===== src/rtl/mux_arb_pkg.sv =====
// Shared definitions for the 4-way mux-path round-robin arbiter.
//   NUM_REQ / SEL_W : requester count and select width
//   arb_state_t     : sequencer states
//   onehot_to_idx   : 4-bit one-hot to 2-bit index (zero input gives 0)
package mux_arb_pkg;

    localparam int NUM_REQ = 4;
    localparam int SEL_W   = 2;

    typedef enum logic [1:0] {
        IDLE    = 2'd0,
        SETTLE  = 2'd1,
        GRANT   = 2'd2,
        RELEASE = 2'd3
    } arb_state_t;

    function automatic logic [SEL_W-1:0] onehot_to_idx(input logic [NUM_REQ-1:0] oh);
        logic [SEL_W-1:0] idx;
        idx = '0;
        for (int i = 0; i < NUM_REQ; i++) begin
            if (oh[i]) idx = idx | SEL_W'(i);
        end
        return idx;
    endfunction

endpackage


===== src/rtl/rr_pick4.sv =====
// Combinational 4-way round-robin picker.
//   req   [3:0] : request vector
//   last  [1:0] : index of the previous owner (lowest priority)
//   valid       : any request present
//   idx   [1:0] : first requester found searching last+1 .. last+4 (mod 4)
module rr_pick4
    import mux_arb_pkg::*;
(
    input  logic [NUM_REQ-1:0] req,
    input  logic [SEL_W-1:0]   last,
    output logic               valid,
    output logic [SEL_W-1:0]   idx
);

    logic [NUM_REQ-1:0] hit;
    logic [SEL_W-1:0]   cand;
    logic               found;

    always_comb begin
        hit   = '0;
        cand  = '0;
        found = 1'b0;
        // Offsets 1..4 wrap naturally in SEL_W bits; offset 4 lands on last itself.
        for (int k = 1; k <= NUM_REQ; k++) begin
            cand = last + SEL_W'(k);
            if (!found && req[cand]) begin
                hit[cand] = 1'b1;
                found     = 1'b1;
            end
        end
    end

    assign valid = |req;
    assign idx   = onehot_to_idx(hit);

endmodule


===== src/rtl/mux4_rr_arbiter.sv =====
// Round-robin arbiter / sequencer for a shared 4-to-1 mux (select pair plus
// active-high output disable). Select only moves while the output is disabled,
// and the disable is held for SETTLE_CYCLES after a select change before grant.
//   clk, rst_n : clock, async active-low reset
//   req   [3:0]: level requests, held until the requester is done
//   gnt   [3:0]: one-hot grant (registered)
//   sel   [1:0]: mux select (registered)
//   mux_dis    : 1 = mux output forced 0 (registered)
//   busy       : sequencer not in IDLE
//   timeout    : one-cycle pulse when a grant is revoked after MAX_HOLD cycles
// Optional: define MUX_ARB_TIMEOUT_EN to enable the MAX_HOLD revoke logic;
// otherwise timeout is tied 0 and MAX_HOLD is only range-checked.
module mux4_rr_arbiter
    import mux_arb_pkg::*;
#(
    parameter int unsigned SETTLE_CYCLES = 2,
    parameter int unsigned MAX_HOLD      = 16
) (
    input  logic               clk,
    input  logic               rst_n,
    input  logic [NUM_REQ-1:0] req,
    output logic [NUM_REQ-1:0] gnt,
    output logic [SEL_W-1:0]   sel,
    output logic               mux_dis,
    output logic               busy,
    output logic               timeout
);

    if (SETTLE_CYCLES < 1 || SETTLE_CYCLES > 15 || MAX_HOLD < 2 || MAX_HOLD > 255) begin : g_bad_param
        $error("mux4_rr_arbiter: SETTLE_CYCLES or MAX_HOLD out of range");
    end

    arb_state_t         state_q, state_d;
    logic [NUM_REQ-1:0] gnt_q, gnt_d;
    logic [SEL_W-1:0]   sel_q, sel_d;      // sel doubles as the current winner
    logic [SEL_W-1:0]   last_q, last_d;
    logic [3:0]         cnt_q, cnt_d;
    logic               mux_dis_q, mux_dis_d;

    logic               pick_valid;
    logic [SEL_W-1:0]   pick_idx;

    rr_pick4 u_pick (
        .req   (req),
        .last  (last_q),
        .valid (pick_valid),
        .idx   (pick_idx)
    );

`ifdef MUX_ARB_TIMEOUT_EN
    localparam logic [7:0] HOLD_LAST = 8'(MAX_HOLD - 1);
    logic [7:0] hold_q, hold_d;
    logic       timeout_q, timeout_d;
    logic       others_pending;

    assign others_pending = |(req & ~gnt_q);
`endif

    always_comb begin
        state_d   = state_q;
        gnt_d     = gnt_q;
        sel_d     = sel_q;
        last_d    = last_q;
        cnt_d     = cnt_q;
        mux_dis_d = mux_dis_q;
`ifdef MUX_ARB_TIMEOUT_EN
        hold_d    = hold_q;
        timeout_d = 1'b0;
`endif
        case (state_q)
            IDLE: begin
                if (pick_valid) begin
                    state_d = SETTLE;
                    sel_d   = pick_idx;
                    cnt_d   = 4'(SETTLE_CYCLES - 1);
                end
            end
            SETTLE: begin
                if (!req[sel_q]) begin
                    // Abandoned before grant: owner history is not advanced.
                    state_d = IDLE;
                end else if (cnt_q == 4'd0) begin
                    state_d   = GRANT;
                    gnt_d     = NUM_REQ'(1) << sel_q;
                    mux_dis_d = 1'b0;
`ifdef MUX_ARB_TIMEOUT_EN
                    hold_d    = 8'd0;
`endif
                end else begin
                    cnt_d = cnt_q - 4'd1;
                end
            end
            GRANT: begin
                if (!req[sel_q]) begin
                    state_d   = RELEASE;
                    gnt_d     = '0;
                    mux_dis_d = 1'b1;
                    last_d    = sel_q;
`ifdef MUX_ARB_TIMEOUT_EN
                end else if (hold_q == HOLD_LAST && others_pending) begin
                    state_d   = RELEASE;
                    gnt_d     = '0;
                    mux_dis_d = 1'b1;
                    last_d    = sel_q;
                    timeout_d = 1'b1;
                end else if (hold_q != HOLD_LAST) begin
                    // Saturate so a late competitor revokes promptly.
                    hold_d = hold_q + 8'd1;
`endif
                end
            end
            RELEASE: begin
                state_d = IDLE;
            end
            default: state_d = IDLE;
        endcase
    end

    always_ff @(posedge clk or negedge rst_n) begin
        if (!rst_n) begin
            state_q   <= IDLE;
            gnt_q     <= '0;
            sel_q     <= '0;
            last_q    <= SEL_W'(NUM_REQ - 1);
            cnt_q     <= '0;
            mux_dis_q <= 1'b1;
        end else begin
            state_q   <= state_d;
            gnt_q     <= gnt_d;
            sel_q     <= sel_d;
            last_q    <= last_d;
            cnt_q     <= cnt_d;
            mux_dis_q <= mux_dis_d;
        end
    end

`ifdef MUX_ARB_TIMEOUT_EN
    always_ff @(posedge clk or negedge rst_n) begin
        if (!rst_n) begin
            hold_q    <= '0;
            timeout_q <= 1'b0;
        end else begin
            hold_q    <= hold_d;
            timeout_q <= timeout_d;
        end
    end
    assign timeout = timeout_q;
`else
    assign timeout = 1'b0;
`endif

    assign gnt     = gnt_q;
    assign sel     = sel_q;
    assign mux_dis = mux_dis_q;
    assign busy    = (state_q != IDLE);

endmodule


===== config.mk =====
export PLATFORM = sky130hd
export DESIGN_NAME = mux4_rr_arbiter
export DESIGN_NICKNAME = d
export VERILOG_FILES = /design/src/rtl/mux_arb_pkg.sv /design/src/rtl/rr_pick4.sv /design/src/rtl/mux4_rr_arbiter.sv
export SDC_FILE = /design/constraint.sdc
export NUM_CORES = 1
export LEC_CHECK = 0
export BUFFER_PORTS_ARGS = -buffer_cell sky130_fd_sc_hd__buf_2
export CAP_MARGIN = 30
export CORE_UTILIZATION = 59
export CTS_BUF_LIST = sky130_fd_sc_hd__clkbuf_8
export DETAILED_ROUTE_END_ITERATION = 6
export GPL_TIMING_DRIVEN = 0
export PLACE_DENSITY_LB_ADDON = 0.15
export SETUP_SLACK_MARGIN = 0.02
export SYNTH_ARGS = -nofsm -noshare
export SYNTH_HDL_FRONTEND = slang
export SYNTH_SLANG_ARGS = --single-unit

===== constraint.sdc =====
create_clock -name clk -period 3.4 [get_ports clk]
set_input_delay 0.68 -clock clk [delete_from_list [all_inputs] [get_ports clk]]
set_output_delay 0.68 -clock clk [all_outputs]
set_load 0.02 [all_outputs]

* Word-level counts from Yosys, hierarchy flattened *
Index checks and enable logic that the tools add are counted.

operators by class
  muxes and demuxes = 45
  magnitude comparators = 9
  shifts and indexed selects = 1
  add/sub/neg operators = 4
  reductions and logical operators = 21
  bitwise gates (word level) = 4
  eq/ne operators = 9

operators by type and width
  cell                                                                                  number
  4-bit two-way mux                                                                     10
  1-bit two-way mux                                                                     16
  4-bit case mux with 2 select lines                                                    2
  2-bit by 3-bit < comparator with 1-bit output (second input constant)                 5
  2-bit two-way mux                                                                     6
  4-bit OR                                                                              3
  1-bit binary-select mux with 2-bit select                                             5
  2-bit != test (second input constant)                                                 5
  1-bit demux with 2-bit select                                                         4
  2-bit by 1-bit greater-or-equal comparator with 1-bit output (second input constant)  4
  2-bit case mux with 4 select lines                                                    1
  4-bit AND reduction                                                                   2
  1-bit logical AND                                                                     7
  2-bit nonzero test                                                                    3
  2-bit adder (second input constant)                                                   2
  2-bit equality test (second input constant)                                           2
  4-bit logical NOT                                                                     1
  2-bit AND reduction                                                                   2
  4-bit OR reduction                                                                    1
  1-bit by 2-bit left shift with 4-bit output (first input constant)                    1
  4-bit by 1-bit subtractor with 4-bit output (second input constant)                   1
  1-bit logical NOT                                                                     3
  3-bit != test (second input constant)                                                 1
  3-bit AND reduction                                                                   1
  other kinds (5)                                                                       5

word-level totals
  input bits = 6
  bits in registers = 15
  output and inout bits = 9

* Depth between registers and ports, before layout *
Gate-level depths: netlist (run 1).

  depth in word-level cells = 16
  gate-level depth with buffers = 8
  mapped depth without buffers = 7

* Cells and area by module *
A second synthesis (run 1) with hierarchy kept.

second synthesis, totals
  cell total of the unflattened synthesis = 105
  area total of the unflattened synthesis = 1128.6 µm²

modules (own cells, without submodules)
  module           area an instance (µm²)  sequential area each (µm²)  instances  cells an instance
  mux4_rr_arbiter  744.5                   379.1                       1          67
  rr_pick4         384.1                   0.0                         1          38

* Least setup slack after synthesis (run 1) *
Ideal clock, no wire load.

  kind = flip-flop to flip-flop
  start = register last_q[1]
  end = register sel_q[0] (netlist: sel[0])
  setup slack = 1.040 ns
  stages on the path, launching flop included = 9
  clock period less this slack = 2.360 ns
  path buffers = 1
  library setup time = 0.121 ns
  data arrival time = 2.239 ns
  cells stage by stage = dfstp_2 -> buf_2 -> inv_1 -> ha_1 -> mux4_2 -> nand2_1 -> o21ai_0 -> a221o_1 -> o22a_1

between the ends
  longest elaborated chain between the ends = 16
  elaborated cells between the ends (all ways) = 50
  those cells by class = 3 x add/sub; 8 x order compare; 26 x mux; 3 x bitwise; 10 x reduce/logical

RTL lines
  item                                                                                                    RTL line                RTL
  from (decl)                                                                                             mux4_rr_arbiter.sv:36   logic [SEL_W-1:0] last_q, last_d;
  from (signal assigned)                                                                                  mux4_rr_arbiter.sv:124  last_q <= SEL_W'(NUM_REQ - 1);
  from (signal assigned)                                                                                  mux4_rr_arbiter.sv:131  last_q <= last_d;
  parallel branches: the longest is 12 deep, another holds 2-bit by 3-bit < comparator with 1-bit output  --
  4-bit two-way mux *                                                                                     rr_pick4.sv:26          if (!found && req[cand]) begin
  1-bit two-way mux                                                                                       mux_arb_pkg.sv:21       if (oh[i]) idx = idx | SEL_W'(i);
  2-bit two-way mux                                                                                       mux_arb_pkg.sv:21
  2-bit two-way mux *                                                                                     mux_arb_pkg.sv:21
  to (signal assigned)                                                                                    mux4_rr_arbiter.sv:130  sel_q <= sel_d;
  to (decl)                                                                                               mux4_rr_arbiter.sv:35   logic [SEL_W-1:0] sel_q, sel_d;

Every way passes the cells marked *. The select of a mux whose other input is x is not followed.
A chain may end at the register's enable or synchronous reset.

* Worst setup path after layout (run 1) *
  start = register last_q[1]
  end = register sel_q[1] (netlist: sel[1])

between the ends
  longest elaborated chain between the ends = 15
  elaborated cells between the ends (all ways) = 49
  those cells by class = 3 x add/sub; 8 x order compare; 25 x mux; 3 x bitwise; 10 x reduce/logical

RTL lines
  item                                                                                                    RTL line
  parallel branches: the longest is 12 deep, another holds 2-bit by 3-bit < comparator with 1-bit output  --
  4-bit two-way mux *                                                                                     rr_pick4.sv:26
  2-bit two-way mux                                                                                       mux_arb_pkg.sv:21
  2-bit two-way mux *                                                                                     mux_arb_pkg.sv:21

Marked as above.

==> results of run 1 <==
-- synth_stat cells (2+ instances only) --
| cell type | number | area [µm²] |
|---|---|---|
| nor3b_1 | 3 | 22.5 |
| o22a_1 | 2 | 17.5 |
| dfrtp_1 | 12 | 300 |
| nor2_1 | 8 | 30.0 |
| o211ai_1 | 2 | 15.0 |
| a21oi_1 | 4 | 20.0 |
| ha_1 | 8 | 100 |
| mux2_4 | 3 | 45.0 |
| inv_1 | 7 | 26.3 |
| o21ai_0 | 8 | 40.0 |
| buf_2 | 5 | 25.0 |
| mux4_2 | 2 | 45.0 |
| xor2_1 | 2 | 17.5 |
| a221o_1 | 2 | 20.0 |
| o22ai_1 | 2 | 12.5 |
| dfstp_2 | 3 | 78.8 |
| nand2b_1 | 2 | 12.5 |
| nor2b_1 | 3 | 18.8 |
| mux2i_1 | 2 | 20.0 |
| nand2_1 | 13 | 48.8 |
| nand3b_1 | 2 | 15.0 |
| or2_2 | 2 | 12.5 |
-- sequential cells by signal, summed over array words and instances, names as in the netlist, named ones only --
register	cells
cnt_q	4
mux_dis	1
state_q	1
last_q	2
sel	2
gnt	4
-- power groups by stage --
stage | Sequential (mW) | Clock [mW] | Combinational, mW
final | 0.367 | 0.144 | 0.752
after detailed placement | 0.367 | 0 | 0.745
after global placement | 0.360 | 0 | 0.715
after floorplan | 0.391 | 0 | 0.551
after CTS | 0.366 | 0.146 | 0.753
after global routing | 0.383 | 0.156 | 0.835
-- stage by stage --
step	util	power [mW]	instance area [µm²]	worst slack [ns]	std cells
final	0.716	1.26	1280	0.811	159
after global routing	0.716	1.37	1280	0.699	159
after CTS	0.716	1.27	1280	0.793	159
after detailed placement	0.691	1.11	1230	0.821	155
after global placement	0.691	1.08	1230	0.895	155
after floorplan	-	0.942	1150	1.04	120
-- final cells by class --
cell class / instances / area (µm²)
buffer: 6 / 32.5
inverter: 7 / 26.3
clock buffer: 3 / 41.3
fill: 142 / 505
tap: 25 / 31.3
multi-input combinational: 92 / 712
sequential: 15 / 379
timing repair buffer: 10 / 50.0
clock inverter: 1 / 5.00
-- worst paths after layout --
kind                            cells after the start          to  slack [ns]
min in group clk                                    2     mux_dis        0.51
max in group asynchronous                           1   last_q[0]        2.79
worst max register to register                      8      sel[1]        0.81
worst min-delay path                                1  state_q[0]        0.32
worst max-delay path                                8      sel[1]        0.81
worst min register to register                      2     mux_dis        0.51
-- kinds of logic (layout without fill, tap and decap cells) --
| kind of cell | after synthesis | count (layout) | share of synthesized area |
|---|---|---|---|
| AO/OA/AOI/OAI | 29 | 29 | 0.181 |
| other | 1 | 1 | 0.00326 |
| buffers and inverters | 13 | 27 | 0.0511 |
| adder cells (fa/ha/maj) | 8 | 8 | 0.0871 |
| AND/OR/NAND/NOR | 43 | 43 | 0.205 |
| flip-flops | 15 | 15 | 0.330 |
| XOR/XNOR | 2 | 2 | 0.0152 |
| multiplexers | 9 | 9 | 0.128 |
-- layer usage --
layer	part of all wire	up-vias
li1	-	461
met1	0.44	434
met2	0.53	22
met3	0.023	4
met4	0.0076	0
met5	0	-
==> flow_metrics.tcl, run 1 <==
set metrics [dict create \
    reg2reg_from "last_q[1]" \
    cts_resized 0 \
    synthesis.nets 134 \
    firstDrtPassIters 4 \
    power_density_nw_per_um2 988 \
    drv_slew 0 \
    critPathLaunchType "register" \
    max_cap_viol_count 0 \
    setup_viol 0 \
    clk_latency_ns 0.24 \
    power_switching_mw 0.572 \
    drt_wl_total_um 2250 \
    grt_pass1_wl_um 3570 \
    vias 921 \
    maxClockFrequency_ghz 0.386 \
    synth-edff-count 0 \
    grt_use_met3 0.0314 \
    cts_buffers 3 \
    clk_pin_slew_ns 0.06 \
    cts_tree "built" \
    final_cell_mix "buf_2 (15), nand2_1 (13), dfrtp_1 (12)" \
    ys_ff_latch 15 \
    hold_viol_final 0 \
    met1_usage 0.291 \
    hold_path_class "in -> async" \
    cts_root_buf "clkbuf_8" \
    synthDistinctLibCells 45 \
    final_nets 149 \
    h-tree-depth 1 \
    cts_buffer_depth 2 \
    routed_via_density 5.79 \
    drc 0 \
    use_met2 0.423 \
    ant_nets 0 \
    arrival_ns 2.72 \
    fin_skew_ns 0.00104 \
    area_growth_pct 11.1 \
    top_level_ports 15 \
    pwr-share-clk 0.114 \
    cp_max_fo 8 \
    die_h_um 46.1 \
    numPortBuffers 10 \
    wire_per_inst_um 14.1 \
    combPwrFrac 0.595 \
    synthCells 120 \
    rsz0062_at_grt "no" \
    cp_num_buf_inv 2 \
    outcome "complete, no violations" \
    coreArea_um2 1780 \
    grt_use_total 0.240 \
    seqPwrFrac 0.291 \
    path_cells "buf_2 -> inv_1 -> ha_1 -> mux4_2 -> nand2_1 -> o21ai_0 -> a221o_1 -> o22a_1" \
    p_int_mw 0.691 \
    slowest_delay_ns 0.58 \
    cts_hold_buf 0 \
    cts_setup_buffers 0 \
    leakage_nw 0.585 \
    irDropWorstVdd_v 0.000481 \
    syn_area_um2 1150 \
    rows 15 \
    antennaDiodeCount 0 \
    antenna_found_initial 0 \
    swShare 0.453 \
    syn_avg_cell_area_um2 9.58 \
    ys_seq_area_frac 0.330 \
    drt_iter0_markers 13 \
    startpoint "last_q[1]" \
    setup_tns_ns 0 \
    fin_hold_ws_ns 0.323 \
    cp_slowest_cell "mux4_2" \
    dieArea_um2 2130 \
    grt_remaining_overflow 0 \
    dieWidth_um 46.1 \
    worstSetupPathType "reg -> reg" \
    fin_crit_sh 0.762 \
    layout-drive-gt1-share 0.261 \
    yosys_warnings 0 \
    synthArstFlopShare 1.00 \
    final_common_cell "buf_2" \
    finalCriticalPeriod_ns 2.59 \
    grt_start_max_net_pins 16 \
    clock_sinks 15 \
    dp_hpwl_um 1640 \
    crit_path_end_kind "register" \
    required_ns 3.53 \
    start_util 0.645 \
    path_delay_family "multiplexers" \
    gp_congestion 0.793 \
    grt_pass1_vias 798 \
    grt.busiest_layer "met2" \
    synthFlopType "dfrtp_1" \
]
Note: power is estimated with default switching activity, not from simulation.
==> run 2: changes to the inputs <==
==> constraint.sdc (replaced) <==
create_clock -name clk -period 2.7 [get_ports clk]
set_input_delay 0.54 -clock clk [delete_from_list [all_inputs] [get_ports clk]]
set_output_delay 0.54 -clock clk [all_outputs]
set_load 0.02 [all_outputs]
==> run 2 against run 1 <==
Net effect: final cell count down 0.63%; power up 26%; non-clock buffer count down 1; sequential power up 31%; combinational power up 24%; setup slack worse by 0.65 ns; utilization down 0.14 points; via count up 0.87%; clock skew about the same; sequential share of layout area up 0.058 points; sequential cell count unchanged; highest routed layer unchanged.
==> flow_metrics.tcl, run 2 (synthesis results as in run 1) <==
set metrics [dict create \
    outcome "complete, no violations" \
    clk_pin_slew_ns 0.06 \
    place_area_um2 1230 \
    antenna_found_initial 0 \
    numPortBuffers 10 \
    arrival_ns 2.67 \
    swShare 0.453 \
    start_util 0.645 \
    grt_pass1_wl_um 3570 \
    die_h_um 46.1 \
    wire_per_inst_um 14.3 \
    final_common_cell "buf_2" \
    fin_skew_ns 0.00128 \
    rows 15 \
    fin_hold_ws_ns 0.183 \
    fillers 141 \
    power_switching_mw 0.722 \
    hold_viol_final 0 \
    drc 0 \
    irDropWorstVdd_v 0.000609 \
    maxClockFrequency_ghz 0.394 \
    worstSetupPathType "reg -> reg" \
    p_int_mw 0.871 \
    clk_latency_ns 0.24 \
    grt_pass1_vias 798 \
    total_power_mw 1.59 \
    top_level_ports 15 \
    fin_crit_sh 0.940 \
    final_nets 148 \
    seqPwrFrac 0.301 \
    cts_root_buf "clkbuf_8" \
    cts_setup_buffers 0 \
    grt_start_max_net_pins 16 \
    dieArea_um2 2130 \
    final_cell_mix "buf_2 (14), nand2_1 (13), dfrtp_1 (12), nor2_1 (8), o21ai_0 (8)" \
    max_cap_viol_count 0 \
    required_ns 2.83 \
    drt_iter0_markers 19 \
    rsz0062_at_grt "no" \
    finalCriticalPeriod_ns 2.54 \
    slowest_delay_ns 0.64 \
    clock_sinks 15 \
    combPwrFrac 0.586 \
    setup_viol 0 \
    cp_slowest_cell "dfstp_2" \
    cp_num_buf_inv 1 \
    crit_path_end_kind "register" \
    grt_remaining_overflow 0 \
    dieWidth_um 46.1 \
    hold_path_class "in -> async" \
    cts_buffer_depth 2 \
    firstDrtPassIters 4 \
    setup_tns_ns 0 \
    power_density_nw_per_um2 1250 \
    stdcell_area_um2 1270 \
    grt_use_total 0.240 \
    coreArea_um2 1780 \
    drt_wl_total_um 2250 \
    gp_congestion 0.793 \
    cts_buffers 3 \
    dp_hpwl_um 1640 \
    area_growth_pct 10.9 \
    routed_via_density 5.88 \
    path_delay_family "flip-flops" \
    cts_tree "built" \
    drv_slew 0 \
    leakage_nw 0.580 \
    pwr-share-clk 0.114 \
    h-tree-depth 1 \
    layout-drive-gt1-share 0.263 \
    cp_max_fo 10 \
    ant_nets 0 \
    path_cells "inv_1 -> ha_2 -> mux4_2 -> nand2_1 -> o21ai_0 -> a221o_1 -> o22a_1" \
    antennaDiodeCount 0 \
    vias 929 \
    critPathLaunchType "register" \
]
run 2: cell count changes in the layout (fill, tap and decap cells not counted), sizes merged:
| cell | previous run | this run |
|---|---|---|
| buf | 16 | 15 |
run 2: stage by stage:
stage	std cells	util	setup WS, ns
after global placement	155	0.691	0.195
final	158	0.715	0.162
after global routing	158	0.715	0.0576
after CTS	159	0.716	0.0934
after detailed placement	155	0.691	0.121
after floorplan	120	-	0.340
run 2: power by group through the flow:
stage,clock network [mW],logic [mW],registers (mW)
4_1_cts,0.184,0.949,0.461
6_report,0.181,0.932,0.479
2_1_floorplan,0,0.694,0.492
3_5_place_dp,0,0.938,0.462
3_3_place_gp,0,0.900,0.454
5_1_grt,0.197,1.03,0.499
run 2: what timing repair did:
action                     in CTS  in global routing
setup endpoints to repair       0                  1
hold buffers                    0                  0
gates resized for setup         0                  1
run 2: area by class of cell:
cell class	instances	area (µm²)	area share
buffer	5	27.5	0.0216
clock buffer	3	41.3	0.0324
clock inverter	1	5.00	0.00393
inverter	7	26.3	0.0206
multi-input combinational	92	714	0.560
sequential	15	379	0.297
tap	25	31.3	0.0245
timing repair buffer	10	50.0	0.0393
run 2: path summary, 6_finish.rpt:
kind	cells after the start	slack, ns	from	endpoint
setup / recovery	7	0.16	last_q[0]	sel[1]
hold / removal	1	0.18	rst_n	state_q[0]
setup reg to reg	7	0.16	last_q[0]	sel[1]
hold reg to reg	2	0.51	mux_dis	mux_dis
max in group asynchronous	1	2.23	rst_n	last_q[0]
min in group clk	2	0.51	mux_dis	mux_dis
run 2: metal layers:
metal	vias to the layer above	part of all wire	global-route usage
li1	460	-	-
met1	438	0.44	0.291
met2	27	0.53	0.423
met3	4	0.025	0.0314
met4	0	0.0075	0.100
met5	-	0	0
==> run 3: changes to the inputs <==
--- a/config.mk
+++ b/config.mk
@@ -7,6 +7,7 @@
 export LEC_CHECK = 0
 export BUFFER_PORTS_ARGS = -buffer_cell sky130_fd_sc_hd__buf_2
 export CAP_MARGIN = 30
+export CORE_MARGIN = 2
 export CORE_UTILIZATION = 59
 export CTS_BUF_LIST = sky130_fd_sc_hd__clkbuf_8
 export DETAILED_ROUTE_END_ITERATION = 6
==> run 3 against run 2 <==
Net effect: maximum frequency increased by 1.8%; setup slack improved by 0.046 ns; first-iteration DRC count is 11% lower; critical path type unchanged; cell area did not move; register-to-register slack better by 0.05 ns; die area is 8.9% higher; critical endpoint unchanged; critical path depth unchanged; clock skew increased by 0.00095 ns; sequential share of layout area did not move; utilization did not move.
==> flow_metrics.tcl, run 3 (synthesis results as in run 1) <==
set metrics [dict create \
    outcome "complete, no violations" \
    drv_slew 0 \
    rows 15 \
    clock_sinks 15 \
    crit_path_end_kind "register" \
    cts_tree "built" \
    path_cells "inv_1 -> ha_2 -> mux4_2 -> nand2_1 -> o21ai_0 -> a221o_1 -> o22a_1" \
    numPortBuffers 10 \
    worstSetupPathType "reg -> reg" \
    layout-drive-gt1-share 0.263 \
    drt_iter0_markers 17 \
    setup_viol 0 \
    final_nets 148 \
    leakage_nw 0.580 \
    finalCriticalPeriod_ns 2.49 \
    cts_setup_buffers 0 \
    grt_pass1_wl_um 3660 \
    critPathLaunchType "register" \
    top_level_ports 15 \
    path_delay_family "flip-flops" \
    hold_viol_final 0 \
    grt_remaining_overflow 0 \
    firstDrtPassIters 4 \
    fillers 149 \
    area_growth_pct 10.9 \
    arrival_ns 2.63 \
    antenna_found_initial 0 \
    ant_nets 0 \
    cts_buffers 3 \
    rsz0062_at_grt "no" \
    cts_root_buf "clkbuf_8" \
    antennaDiodeCount 0 \
    cp_num_buf_inv 1 \
    grt_pass1_vias 863 \
    vias 932 \
    top_layer_used "met4" \
    stdcell_area_um2 1270 \
    final_common_cell "buf_2" \
    dieArea_um2 2320 \
    cts_hold_buf 0 \
    grt_use_total 0.230 \
    cts_buffer_depth 2 \
    dr_wl_met2_um 1080 \
    irDropWorstVdd_v 0.000577 \
    gp_congestion 0.800 \
    fin_crit_sh 0.923 \
    place_area_um2 1230 \
    fin_skew_ns 0.00223 \
    drt_wl_total_um 2150 \
    coreArea_um2 1780 \
    grt_start_max_net_pins 16 \
    h-tree-depth 1 \
    drc 0 \
    slowest_delay_ns 0.64 \
    maxClockFrequency_ghz 0.401 \
    wire_per_inst_um 13.6 \
    routed_via_density 5.90 \
    hold_path_class "in -> async" \
    dp_hpwl_um 1610 \
    clk_pin_slew_ns 0.06 \
    dieWidth_um 48.1 \
    start_util 0.645 \
    required_ns 2.84 \
    cp_max_fo 10 \
    setup_tns_ns 0 \
    die_h_um 48.1 \
    final_cell_mix "buf_2 (14), nand2_1 (13), dfrtp_1 (12), nor2_1 (8), o21ai_0 (8)" \
    wl_met1_um 941 \
    met3_length_um 61 \
    clk_latency_ns 0.25 \
    cp_slowest_cell "dfstp_2" \
    power_density_nw_per_um2 1240 \
    max_cap_viol_count 0 \
]
[run 3: cell counts in the layout (fill, tap and decap cells not counted)]
No cell type changed its count.
[run 3: final cells by class]
type / instances / area (µm²) / area share
multi-input cells: 92 / 714 / 0.560
flip-flops and latches: 15 / 379 / 0.297
repair buffers: 10 / 50.0 / 0.0393
clock buffers: 3 / 41.3 / 0.0324
well taps: 25 / 31.3 / 0.0245
plain buffers: 5 / 27.5 / 0.0216
inverters: 7 / 26.3 / 0.0206
clock inverters: 1 / 5.00 / 0.00393
[run 3: worst paths after layout]
kind / startpoint / end / slack [ns] / cells after the start
worst max-delay path: last_q[0] / sel[1] / 0.21 / 7
worst min-delay path: rst_n / cnt_q[0] / 0.17 / 1
worst max register to register: last_q[0] / sel[1] / 0.21 / 7
worst min register to register: gnt[3] / gnt[3] / 0.51 / 1
max in group asynchronous: rst_n / last_q[1] / 2.24 / 1
min in group clk: gnt[3] / gnt[3] / 0.51 / 1
[run 3: what timing repair did]
item | in CTS | in global routing
hold endpoints to repair | 0 | 0
setup endpoints to repair | 0 | 2
resized for setup | 0 | 1
[run 3: routing by layer]
| layer | up-vias | global-route usage |
|---|---|---|
| li1 | 460 | - |
| met1 | 443 | 0.285 |
| met2 | 22 | 0.376 |
| met3 | 7 | 0.0259 |
| met4 | 0 | 0.146 |
| met5 | - | 0 |
[run 3: power by group]
group	switching (mW)	total [mW]	internal (mW)
Clock	0.0820	0.184	0.102
Sequential	0.131	0.475	0.344
Combinational	0.496	0.920	0.424
Total	0.709	1.58	0.870
[run 3: through the flow]
| stage | total power, mW | hold slack, ns | utilization | setup WS (ns) | instances |
|---|---|---|---|---|---|
| 2_1_floorplan | 1.19 | 0.244 | - | 0.340 | 120 |
| 3_3_place_gp | 1.35 | 0.450 | 0.691 | 0.195 | 155 |
| 3_5_place_dp | 1.39 | 0.458 | 0.691 | 0.162 | 155 |
| 4_1_cts | 1.59 | 0.184 | 0.716 | 0.136 | 159 |
| 5_1_grt | 1.73 | 0.204 | 0.715 | 0.0725 | 158 |
| 6_report | 1.58 | 0.174 | 0.715 | 0.208 | 158 |
